`src/rtl/mem_req_arbiter_pkg.sv`:
```
// Shared widths, memory size/response encodings and arbiter state encoding.
// Latency: n/a (definitions only).
// Backpressure: n/a.
package mem_req_arbiter_pkg;

  localparam int ADDR_W      = 32;
  localparam int WORD_W      = 32;
  localparam int MEM_COUNT_W = 2;
  localparam int MEM_CODE_W  = 2;

  // Request size; NONE doubles as "no request pending".
  localparam logic [MEM_COUNT_W-1:0] MEM_COUNT_NONE = 2'd0;
  localparam logic [MEM_COUNT_W-1:0] MEM_COUNT_WORD = 2'd3;

  // Slave response codes.
  localparam logic [MEM_CODE_W-1:0] MEM_CODE_INVALID = 2'd0;
  localparam logic [MEM_CODE_W-1:0] MEM_CODE_READ    = 2'd1;
  localparam logic [MEM_CODE_W-1:0] MEM_CODE_WRITE   = 2'd2;
  localparam logic [MEM_CODE_W-1:0] MEM_CODE_FAULT   = 2'd3;

  localparam int ARB_STATE_W = 2;

  typedef enum logic [ARB_STATE_W-1:0] {
    ARB_IDLE = 2'd0,
    ARB_BUSY = 2'd1,
    ARB_RESP = 2'd2
  } arb_state_t;

endpackage

```
`src/rtl/mem_req_arbiter_rr_priority_picker.sv`:
```
// Round-robin winner select: first pending index at or above ptr, wrapping.
// Latency: combinational.
// Backpressure: none; winner is all-zero when nothing is pending.
//   pending    : one bit per requester with a live request
//   ptr        : index that has highest priority this round
//   winner     : one-hot winner
//   winner_idx : binary index of the winner (0 when nothing pending)
module mem_req_arbiter_rr_priority_picker #(
  parameter int REQ_COUNT = 2,
  parameter int IDX_W     = $clog2(REQ_COUNT)
) (
  input  logic [REQ_COUNT-1:0] pending,
  input  logic [IDX_W-1:0]     ptr,
  output logic [REQ_COUNT-1:0] winner,
  output logic [IDX_W-1:0]     winner_idx
);

  logic             found;
  logic [IDX_W-1:0] idx;

  always_comb begin
    winner     = '0;
    winner_idx = '0;
    found      = 1'b0;
    idx        = '0;
    for (int i = 0; i < REQ_COUNT; i++) begin
      // Walk the requesters starting at ptr, wrapping at REQ_COUNT.
      idx = IDX_W'((int'(ptr) + i) % REQ_COUNT);
      if (!found && pending[idx]) begin
        found       = 1'b1;
        winner[idx] = 1'b1;
        winner_idx  = idx;
      end
    end
  end

endmodule

```
`src/rtl/mem_req_arbiter.sv`:
```
// Round-robin sharing of one memory slave port between REQ_COUNT requesters, one transaction at a time.
// Latency: SLAVE_LATENCY+1 edges from request sample to o_res_valid; back-to-back grants SLAVE_LATENCY+3 cycles apart.
// Backpressure: requesters hold their request until o_res_valid[k]; the request is latched at grant, later changes are ignored.
//   clk, aresetn         : clock, async active-low reset
//   i_req_*              : packed per-requester request fields; count==MEM_COUNT_NONE means idle
//   o_res_*              : per-requester captured response slots plus one-cycle valid pulse
//   o_grant              : one-hot current owner, 0 when idle
//   o_slv_req_* / i_slv_res_* : slave request (registered) and slave response
module mem_req_arbiter
  import mem_req_arbiter_pkg::*;
#(
  parameter int REQ_COUNT     = 2,
  parameter int SLAVE_LATENCY = 1
) (
  input  logic                              clk,
  input  logic                              aresetn,
  input  logic [REQ_COUNT*ADDR_W-1:0]       i_req_addr,
  input  logic [REQ_COUNT*WORD_W-1:0]       i_req_wr_data,
  input  logic [REQ_COUNT-1:0]              i_req_wr_en,
  input  logic [REQ_COUNT*MEM_COUNT_W-1:0]  i_req_count,
  output logic [REQ_COUNT*WORD_W-1:0]       o_res_rd_data,
  output logic [REQ_COUNT*MEM_CODE_W-1:0]   o_res_code,
  output logic [REQ_COUNT-1:0]              o_res_valid,
  output logic [REQ_COUNT-1:0]              o_grant,
  output logic [ADDR_W-1:0]                 o_slv_req_addr,
  output logic [WORD_W-1:0]                 o_slv_req_wr_data,
  output logic                              o_slv_req_wr_en,
  output logic [MEM_COUNT_W-1:0]            o_slv_req_count,
  input  logic [WORD_W-1:0]                 i_slv_res_rd_data,
  input  logic [MEM_CODE_W-1:0]             i_slv_res_code
);

  localparam int IDX_W = $clog2(REQ_COUNT);
  localparam int CNT_W = $clog2(SLAVE_LATENCY + 1);

  arb_state_t             state, state_nxt;
  logic [IDX_W-1:0]       ptr;
  logic [IDX_W-1:0]       grant_idx;
  logic [CNT_W-1:0]       cnt;
  logic [REQ_COUNT-1:0]   pending;
  logic [REQ_COUNT-1:0]   win_onehot;
  logic [IDX_W-1:0]       win_idx;
  logic                   any_pending;
  logic                   start;
  logic                   capture;
  logic                   finish;
  logic                   lat_done;

  always_comb begin
    pending = '0;
    for (int k = 0; k < REQ_COUNT; k++) begin
      pending[k] = (i_req_count[k*MEM_COUNT_W +: MEM_COUNT_W] != MEM_COUNT_NONE);
    end
  end

  assign any_pending = |pending;
  assign lat_done    = (cnt == CNT_W'(SLAVE_LATENCY));

  mem_req_arbiter_rr_priority_picker #(
    .REQ_COUNT (REQ_COUNT),
    .IDX_W     (IDX_W)
  ) u_picker (
    .pending    (pending),
    .ptr        (ptr),
    .winner     (win_onehot),
    .winner_idx (win_idx)
  );

  // State register.
  always_ff @(posedge clk or negedge aresetn) begin
    if (!aresetn) state <= ARB_IDLE;
    else          state <= state_nxt;
  end

  // Next-state logic.
  always_comb begin
    state_nxt = state;
    case (state)
      ARB_IDLE: if (any_pending) state_nxt = ARB_BUSY;
      ARB_BUSY: if (lat_done)    state_nxt = ARB_RESP;
      ARB_RESP:                  state_nxt = ARB_IDLE;
      default:                   state_nxt = ARB_IDLE;
    endcase
  end

  // Per-state control strobes for the datapath registers.
  always_comb begin
    start   = 1'b0;
    capture = 1'b0;
    finish  = 1'b0;
    case (state)
      ARB_IDLE: start   = any_pending;
      ARB_BUSY: capture = lat_done;
      ARB_RESP: finish  = 1'b1;
      default:  ;
    endcase
  end

  // Datapath: the slave-side registers double as the request latch.
  always_ff @(posedge clk or negedge aresetn) begin
    if (!aresetn) begin
      ptr               <= '0;
      grant_idx         <= '0;
      cnt               <= '0;
      o_grant           <= '0;
      o_res_valid       <= '0;
      o_res_rd_data     <= '0;
      o_res_code        <= '0;
      o_slv_req_addr    <= '0;
      o_slv_req_wr_data <= '0;
      o_slv_req_wr_en   <= 1'b0;
      o_slv_req_count   <= MEM_COUNT_NONE;
    end else begin
      if (start) begin
        grant_idx         <= win_idx;
        o_grant           <= win_onehot;
        cnt               <= '0;
        o_slv_req_addr    <= i_req_addr[win_idx*ADDR_W +: ADDR_W];
        o_slv_req_wr_data <= i_req_wr_data[win_idx*WORD_W +: WORD_W];
        o_slv_req_wr_en   <= i_req_wr_en[win_idx];
        o_slv_req_count   <= i_req_count[win_idx*MEM_COUNT_W +: MEM_COUNT_W];
      end
      if (state == ARB_BUSY) begin
        if (capture) begin
          o_res_rd_data[grant_idx*WORD_W +: WORD_W]      <= i_slv_res_rd_data;
          o_res_code[grant_idx*MEM_CODE_W +: MEM_CODE_W] <= i_slv_res_code;
          o_res_valid[grant_idx]                         <= 1'b1;
          ptr <= (grant_idx == IDX_W'(REQ_COUNT - 1)) ? '0 : grant_idx + IDX_W'(1);
          // Slave port goes idle during the response cycle.
          o_slv_req_addr    <= '0;
          o_slv_req_wr_data <= '0;
          o_slv_req_wr_en   <= 1'b0;
          o_slv_req_count   <= MEM_COUNT_NONE;
        end else begin
          cnt <= cnt + CNT_W'(1);
        end
      end
      if (finish) begin
        o_grant     <= '0;
        o_res_valid <= '0;
      end
    end
  end

endmodule

```
`config.mk`:
```
export PLATFORM = sky130hd
export DESIGN_NAME = mem_req_arbiter
export DESIGN_NICKNAME = d
export VERILOG_FILES = /design/src/rtl/mem_req_arbiter_pkg.sv /design/src/rtl/mem_req_arbiter_rr_priority_picker.sv /design/src/rtl/mem_req_arbiter.sv
export SDC_FILE = /design/constraint.sdc
export NUM_CORES = 1
export LEC_CHECK = 0
export ABC_AREA = 1
export ABC_CLOCK_PERIOD_IN_PS = 2100
export CAP_MARGIN = 20
export CORE_MARGIN = 3
export CORE_UTILIZATION = 42
export CTS_CLUSTER_SIZE = 16
export DETAILED_ROUTE_END_ITERATION = 12
export HOLD_SLACK_MARGIN = 0.06
export MAX_ROUTING_LAYER = met4
export PLACE_DENSITY_LB_ADDON = 0.3
export SYNTH_ARGS = -nofsm -noshare
export SYNTH_HDL_FRONTEND = slang
export SYNTH_SLANG_ARGS = --single-unit
```
`constraint.sdc`:
```
create_clock -name clk -period 2.1 [get_ports clk]
set_input_delay 0.315 -clock clk [delete_from_list [all_inputs] [get_ports clk]]
set_output_delay 0.315 -clock clk [all_outputs]
set_load 0.005 [all_outputs]
```
==> impl_results.md <==
* Outcome: finished, final reports clean
* Core area at 15940 sq um
* CTS buffer count at 17
* Routed len/inst at 14.58 um
* Register area share after synthesis at 0.5243
* Top FF cell, synth: dfrtp_1
* Clock Skews at 11.61 ps
* Top Metal Used: met4
* # clock sinks at 144
* Total global-route track usage at 0.2349
* Synthesized instance count at 889
* Synth Register Bits at 144
* Share of cells above drive strength 1 at 0.04718
* First-pass GRT wire length at 32930 um
* Final slew viol count at 0
* CP max FO at 56
* Crit path top cell by count: nand2_1
* Post-Synth Adder-Cell Area at 0.009102
* Final hold vios at 0
* Crit path arrival time at 2100 ps
* Period utilisation layout at 0.8593
* WL met1 at 8523 um
* Worst r2r path cells at 8
* Synth cell count leaders: 215 x nand2_1, 177 x inv_1, 144 x dfrtp_1
* Count leader, synth: nand2_1
* IO Port Bufs at 308
* DR pass1 iterations at 5
* Synth area leaders: dfrtp_1 52%, nand2_1 12%, nand3_1 9.7%, inv_1 9.7%, a21oi_1 5.2%
* Netlist cell types at 19
* Mean Syn Cell Area at 7.731 sq um
* XOR/XNOR share of the synthesized area at 0
* Critical path required time at 2400 ps
* Area Overhead vs Synth at 56.27%
* Max cap viols at 0
* Total grt overflow at 0
* Post-synthesis net count at 1064
* Startpoint Class: flip-flop
* # rows at 46
* Post-synth EDFFs at 0
* DR WL met2 at 10060 um
* Worst hold path class: in -> async
* Mapped Area at 6873 sq um
* Mux share of post-synthesis cell area at 0
* Post-Synth Simple-Gate Area at 0.2208
* Measured slew at the worst slew-check pin at 502.2 ps
* Cell at the slowest stage of the critical path: dfrtp_1
* Kind of critical path: reg -> reg
* Post-route ant nets at 0
* DR vias/cell at 4.707
* Final setup fails at 0
* Post-DP Area at 10170 sq um
* Largest stage delay, worst path at 380 ps
* Synth warn at 0
* Reg2reg start: state[1]
* Drt drc at 0
* Final nets at 1350
* H-tree depth at 4
* R2R Path End: o_res_rd_data[48]
* GPL Wtd Cong at 0.8132
* Initial DRC Count at 422
* Detailed placement HPWL at 14600 um
* Pin count of the biggest net entering global routing at 70
* Compound-gate portion of the synthesized area at 0.1072
* PostCTS Resize Cnt at 0
* Pwr Density at 1477 nW/um^2
* Clk_lat worst skew at 420 ps
* Die ar. at 17930 sq um
* Root buffer cell: clkbuf_16
* ANT cells at 0
* FILL cells at 1345
* Clock transition at path regs at 60 ps
* Leak Pwr at 5.386 nW
* CTS tree: yes
* Fmax at 0.5542 GHz
* Routed vias at 6604
* Final WL at 20450 um
* Met3 WL at 1256 um
* Initial Util at 0.4311
* VDD IR-drop max at 0.6106 mV
* Relative slew slack at 0.6652
* Final setup TNS at 0 ps
* Worst-path cell chain: inv_1 -> ha_1 -> nand2_1 -> inv_2 -> nand2_2 -> buf_12 -> nand2_1 -> o21ai_0
* Setup Fix Bufs, Post-CTS at 0
* Die Width at 133.9 um
* CTS Buffer Depth at 2
* Number of global-route vias before repair at 6468
* Top Ports at 309
* Yosys top cell by area: dfrtp_1
* Initial antenna violation count at 0
* RSZ-0062 raised after global routing: no
* Fin area at 10740 sq um
* Top cell type's share of synthesized area at 0.5243
* Die H at 133.9 um
* R2R setup slack at 300 ps
* Largest family of logic cells by synthesized area: simple AND/OR/NAND/NOR gates
* Minimum clock period at 1804 ps
* Worst Setup SP: state[1]
* Post-synth ARST share at 1.000
* Setup crit end: o_res_rd_data[48]
* CP Capture Type: flip-flop
## worst min path at each step
stage | slack [ps] | cells after the start | end | start
CTS | 410 | 2 | o_slv_req_addr[21] | aresetn
global placement | 290 | 1 | o_slv_req_addr[21] | aresetn
detailed placement | 290 | 1 | o_slv_req_addr[21] | aresetn
floorplan | 20 | 0 | cnt | aresetn
global route | 420 | 2 | o_slv_req_addr[21] | aresetn
finish | 390 | 2 | o_slv_req_addr[21] | aresetn
## registers in the layout, summed over array words and instances (netlist names), 2 cells and up
name and count:
o_res_rd_data 64, o_slv_req_addr 32, o_slv_req_wr_data 32, o_res_code 4
o_grant 2, o_res_valid 2, o_slv_req_count 2, state 2
## what timing repair did
action                                  CTS  global route
hold buffers                              1             0
hold endpoints to repair                 49             0
endpoints found under the setup margin    0             0
## cell usage in the layout, fill, tap and decap left out, drive strengths merged
master and instances:
a21boi 1, a21oi 72, buf 15, bufinv 1, clkbuf 17, clkdlybuf4s50 307
clkinv 5, clkinvlp 4, dfrtp 144, dlygate4sd3 1, ha 5, inv 184
nand2 216, nand3 133, nor2 9, o21ai 73
## layout make-up
type                       instances  area [sq um]  area share
clock buffer                      17         425.4     0.03961
tap                              216         270.3     0.02516
clock inverter                    14         133.9     0.01247
multi-input combinational        509          2332      0.2171
sequential                       144          3603      0.3355
timing repair buffer             323          3299      0.3072
inverter                         180         675.6     0.06291
## report_power, final
group | switching, W | leakage [nW] | internal [W] | total [W]
clock | 0.00121 | 0.264 | 0.00164 | 0.00285
combinational | 0.00386 | 3.40 | 0.00418 | 0.00804
sequential | 0.000727 | 1.72 | 0.00425 | 0.00498
## cells by family after synthesis
| group | count (synthesis) |
|---|---|
| buffers and inverters | 236 |
| AOI/OAI and AO/OA | 146 |
| adders and majority gates | 5 |
| DFF | 144 |
| and+or+nand+nor | 358 |
## stage by stage
stage / std cells / hold slack, ps / total power [W] / setup WS (ps) / utilization
after floorplan: 889 / 19.41 / 0.008835 / 569.0 / -
after global placement: 1371 / 288.4 / 0.01287 / 202.5 / 0.6380
after detailed placement: 1371 / 290.2 / 0.01310 / 172.8 / 0.6380
after CTS: 1403 / 406.2 / 0.01604 / 283.8 / 0.6737
after global routing: 1403 / 417.3 / 0.01722 / 70.94 / 0.6737
final: 1403 / 392.8 / 0.01587 / 295.5 / 0.6737
## per-layer routing
metal  global-route usage  vias up
met5                    -        -
met4              0.08743        0
met3              0.05701       39
met2               0.3770      227
met1               0.2901     3016
li1                     -     3322
## worst max-delay path: cells and delay by family (launching register included)
family	cells	cell delay [ps]
AO/OA/AOI/OAI	1	80
adder cells (fa/ha/maj)	1	180
buffers and inverters	3	590
flip-flops	1	380
AND/OR/NAND/NOR	3	430
(Power assumes the default switching activity.)
==> RTL edit 1 (same settings) <==
Re-encode `arb_state_t` (3 states) as one-hot, 3 bits wide.
--- a/src/rtl/mem_req_arbiter_pkg.sv
+++ b/src/rtl/mem_req_arbiter_pkg.sv
@@ -20,10 +20,10 @@
 
   localparam int ARB_STATE_W = 2;
 
-  typedef enum logic [ARB_STATE_W-1:0] {
-    ARB_IDLE = 2'd0,
-    ARB_BUSY = 2'd1,
-    ARB_RESP = 2'd2
+  typedef enum logic [2:0] {
+    ARB_IDLE = 3'b001,
+    ARB_BUSY = 3'b010,
+    ARB_RESP = 3'b100
   } arb_state_t;
 
 endpackage
Formal check against the unedited RTL: same outputs for any inputs over 4 cycles, from zero or initial values and one cycle with aresetn low; so few cycles prove little.
==> RTL edit 1 against the original RTL <==
Setup slack gained 0.11 ns; worst hold slack improved by 0.0012 ns; synthesized area is 0.20% higher; cell area up 1.1%; core utilization rose by 0.75 points; routed wire length is 3.1% higher; total power up 0.83%; sequential cell count increased by 1; non-clock buffer count grew 6; largest cell class unchanged.
==> RTL edit 1: results (changes against the original RTL) <==
Num CTS Buffers=17 (unchanged); clk buf depth=2 (unchanged); drt initial violations=344 (-18%); Worst slew margin=0.6637 (-0.001505); register area share after synthesis=0.5271 (+0.002768); status=finished, final reports clean; synth unique cells=20 (+1); Leak=5.478 nW (+1.7%); global-route wire length before repair=33020 µm (+0.25%); GRT Util Overall=0.2404 (+0.005460); fin util=0.6812 (+0.007534); DR vias/cell=4.735 (+0.59%); clk_skew=0.004874 ns (-0.006737 ns); DP Area=10250 µm² (+0.82%); WL/cell=14.96 µm (+2.6%); Synth Area in Compound Gates=0.1045 (-0.002758); largest net degree at the start of global routing=71 (+1.4%); hpwl dp=15090 µm (+3.4%); Synth Area in Adders=0 (-0.009102); worst slack at placement=0.2079 ns (+0.03507 ns); global placer's final weighted congestion=0.8288 (+1.9%); Crit-path slowest cell=clkdlybuf4s50_1; cts repair resizes=0 (unchanged); CP max FO=2 (-96%); number of global-route vias before repair=6292 (-2.7%); Max VDD drop=0.8739 mV (+43%); synth top area cells=dfrtp_1 52%, nand2_1 12%, inv_1 9.8%; worst path arrival time=1.38 ns (-0.72 ns); fill cell count=1383 (+2.8%); syn nets=1059 (-0.47%); share of cells above drive strength 1=0.05863 (+0.01145); Synth top cells by count=215 x nand2_1, 180 x inv_1, 144 x dfrtp_1; Largest stage delay, worst path=0.60 ns (+0.22 ns)
## RTL edit 1: changes by cell type after synthesis, moves of 3 or more
cell | unedited run | this run
clkbuf_1 | 21 | 25
ha_1 | 5 | 0
nand2_2 | 1 | 4
a21oi_1 | 72 | 69
o21ai_2 | 1 | 5
o21ai_1 | 22 | 10
buf_2 | 26 | 22
o21ai_0 | 50 | 56
inv_1 | 177 | 180
## RTL edit 1: final timing paths
check | from | endpoint | slack [ns] | depth (start not counted)
setup / recovery | o_slv_req_wr_data[20] | o_slv_req_wr_data[20] | 0.40 | 1
setup reg to reg | state[0] | o_slv_req_wr_data[19] | 0.60 | 6
hold / removal | aresetn | o_res_rd_data[46] | 0.39 | 2
hold reg to reg | o_res_rd_data[33] | o_res_rd_data[33] | 0.48 | 2
min in group clk | i_slv_res_code[0] | o_res_code[2] | 0.45 | 3
max in group asynchronous | aresetn | state[0] | 1.08 | 3
## RTL edit 1: what timing repair did
item / 4_1_cts / 5_1_grt
setup endpoints to repair: 0 / 0
hold buffers: 1 / 0
endpoints found under the hold margin: 42 / 0
## RTL edit 1: power by group
part           switching (W)  internal [W]
registers           0.000737       0.00428
logic                0.00373       0.00421
clock network        0.00124       0.00180
total                0.00570        0.0103
## RTL edit 1: area by class of cell
class | count | share of cell area
Clock buffer | 19 | 0.04078
Clock inverter | 13 | 0.01406
Inverter | 182 | 0.06290
Multi-Input combinational cell | 506 | 0.2118
Sequential cell | 145 | 0.3342
Tap cell | 216 | 0.02488
Timing Repair Buffer | 329 | 0.3114
## RTL edit 1: per-layer routing
metal  GRT usage  routed length, µm  vias up
li1            -                  -     3324
met1      0.2919               8579     3063
met2      0.3815              10120      263
met3     0.08965               2081       26
met4     0.06448                314        0
met5           -                  0        -
==> RTL edit 2 (config.mk and constraints unchanged) <==
Without the edit above. `SLAVE_LATENCY`: 1 -> 2. Comments in the files are not updated.
--- a/src/rtl/mem_req_arbiter.sv
+++ b/src/rtl/mem_req_arbiter.sv
@@ -10,7 +10,7 @@
   import mem_req_arbiter_pkg::*;
 #(
   parameter int REQ_COUNT     = 2,
-  parameter int SLAVE_LATENCY = 1
+  parameter int SLAVE_LATENCY = 2
 ) (
   input  logic                              clk,
   input  logic                              aresetn,
Function: changed (a bounded check fails within 4 cycles, from zero or initial values and one cycle with aresetn low).
==> RTL edit 2 against the original RTL <==
Total power decreased by 2.5%; sequential cell count grew 1; cell area grew 1.4%; synthesized area is 1.5% higher; combinational power shrank 5.0%; fmax rose by 9.5%; clock power hardly changed; count of clock-buffer cells in the layout is 1 higher; critical path depth decreased by 7; setup slack improved by 0.16 ns; routed wire length is 2.8% higher; critical path type is now register to output pin.
==> RTL edit 2: results (changes against the original RTL) <==
global-route wire length before repair=33510 µm (+1.8%); dpl cells=1379 (+0.58%); DP Area=10320 µm² (+1.4%); worst slack at placement=0.2136 ns (+0.04081 ns); hpwl dp=14820 µm (+1.5%); synth unique cells=18 (-1); Crit-path slowest cell=clkdlybuf4s50_1; R2R setup slack=0.54 ns (+0.24 ns); Clk pwr share=0.185 (+0.005); synth top area cells=dfrtp_1 52%, nand2_1 12%, inv_1 9.6%; Hold Worst Slack=0.3792 ns (-0.01359 ns); routed length on met2=10710 µm (+6.4%); status=finished, final reports clean; Worst slew margin=0.7191 (+0.05391); met2 usage=0.4055 (+0.02847); drt initial violations=381 (-9.7%); Synth top cells by count=215 x nand2_1, 179 x inv_1, 145 x dfrtp_1; worst path arrival time=1.33 ns (-0.77 ns); Met1 Routed Length=8505 µm (-0.21%); Synth Area in Compound Gates=0.1070 (-0.0001806); global placer's final weighted congestion=0.8366 (+2.9%); fin crit period=1.647 ns (-0.1572 ns); met3 global-route usage=0.06669 (+0.009677); largest net degree at the start of global routing=69 (-1.4%); Largest stage delay, worst path=0.56 ns (+0.18 ns); GRT met1 Usage=0.2785 (-0.01163); number of global-route vias before repair=6445 (-0.36%); share of cells above drive strength 1=0.05686 (+0.009678); Synth Area in Adders=0.008965 (-0.0001371); GRT Util Overall=0.2386 (+0.003626); Seq pwr share=0.322 (+0.008); sw frac=0.3598 (-0.005975)
RTL edit 2: cell types whose count changed after synthesis, sizes merged:
cell    before  now
clkbuf      21   20
o21ai       73   77
a21oi       72   70
inv        180  182
dfrtp      144  145
buf         35   36
nand2      216  217
RTL edit 2: final timing paths:
check | startpoint | end | cells after the start
worst min-delay path | aresetn | o_slv_req_addr[12] | 2
min in group clk | i_slv_res_rd_data[11] | o_res_rd_data[43] | 3
max in group asynchronous | aresetn | o_slv_req_wr_data[19] | 3
worst max-delay path | o_slv_req_count[1] | o_slv_req_count[1] | 1
worst min register to register | o_res_rd_data[24] | o_res_rd_data[24] | 2
worst max register to register | state[0] | o_slv_req_addr[24] | 8
RTL edit 2: final cells by class:
type                    count  area [µm²]  area share
clock inverters            14       121.4     0.01115
inverters                 182       683.2     0.06274
repair buffers            325        3352      0.3079
flip-flops and latches    145        3628      0.3333
well taps                 216       270.3     0.02482
multi-input cells         512        2394      0.2198
clock buffers              18       439.2     0.04034
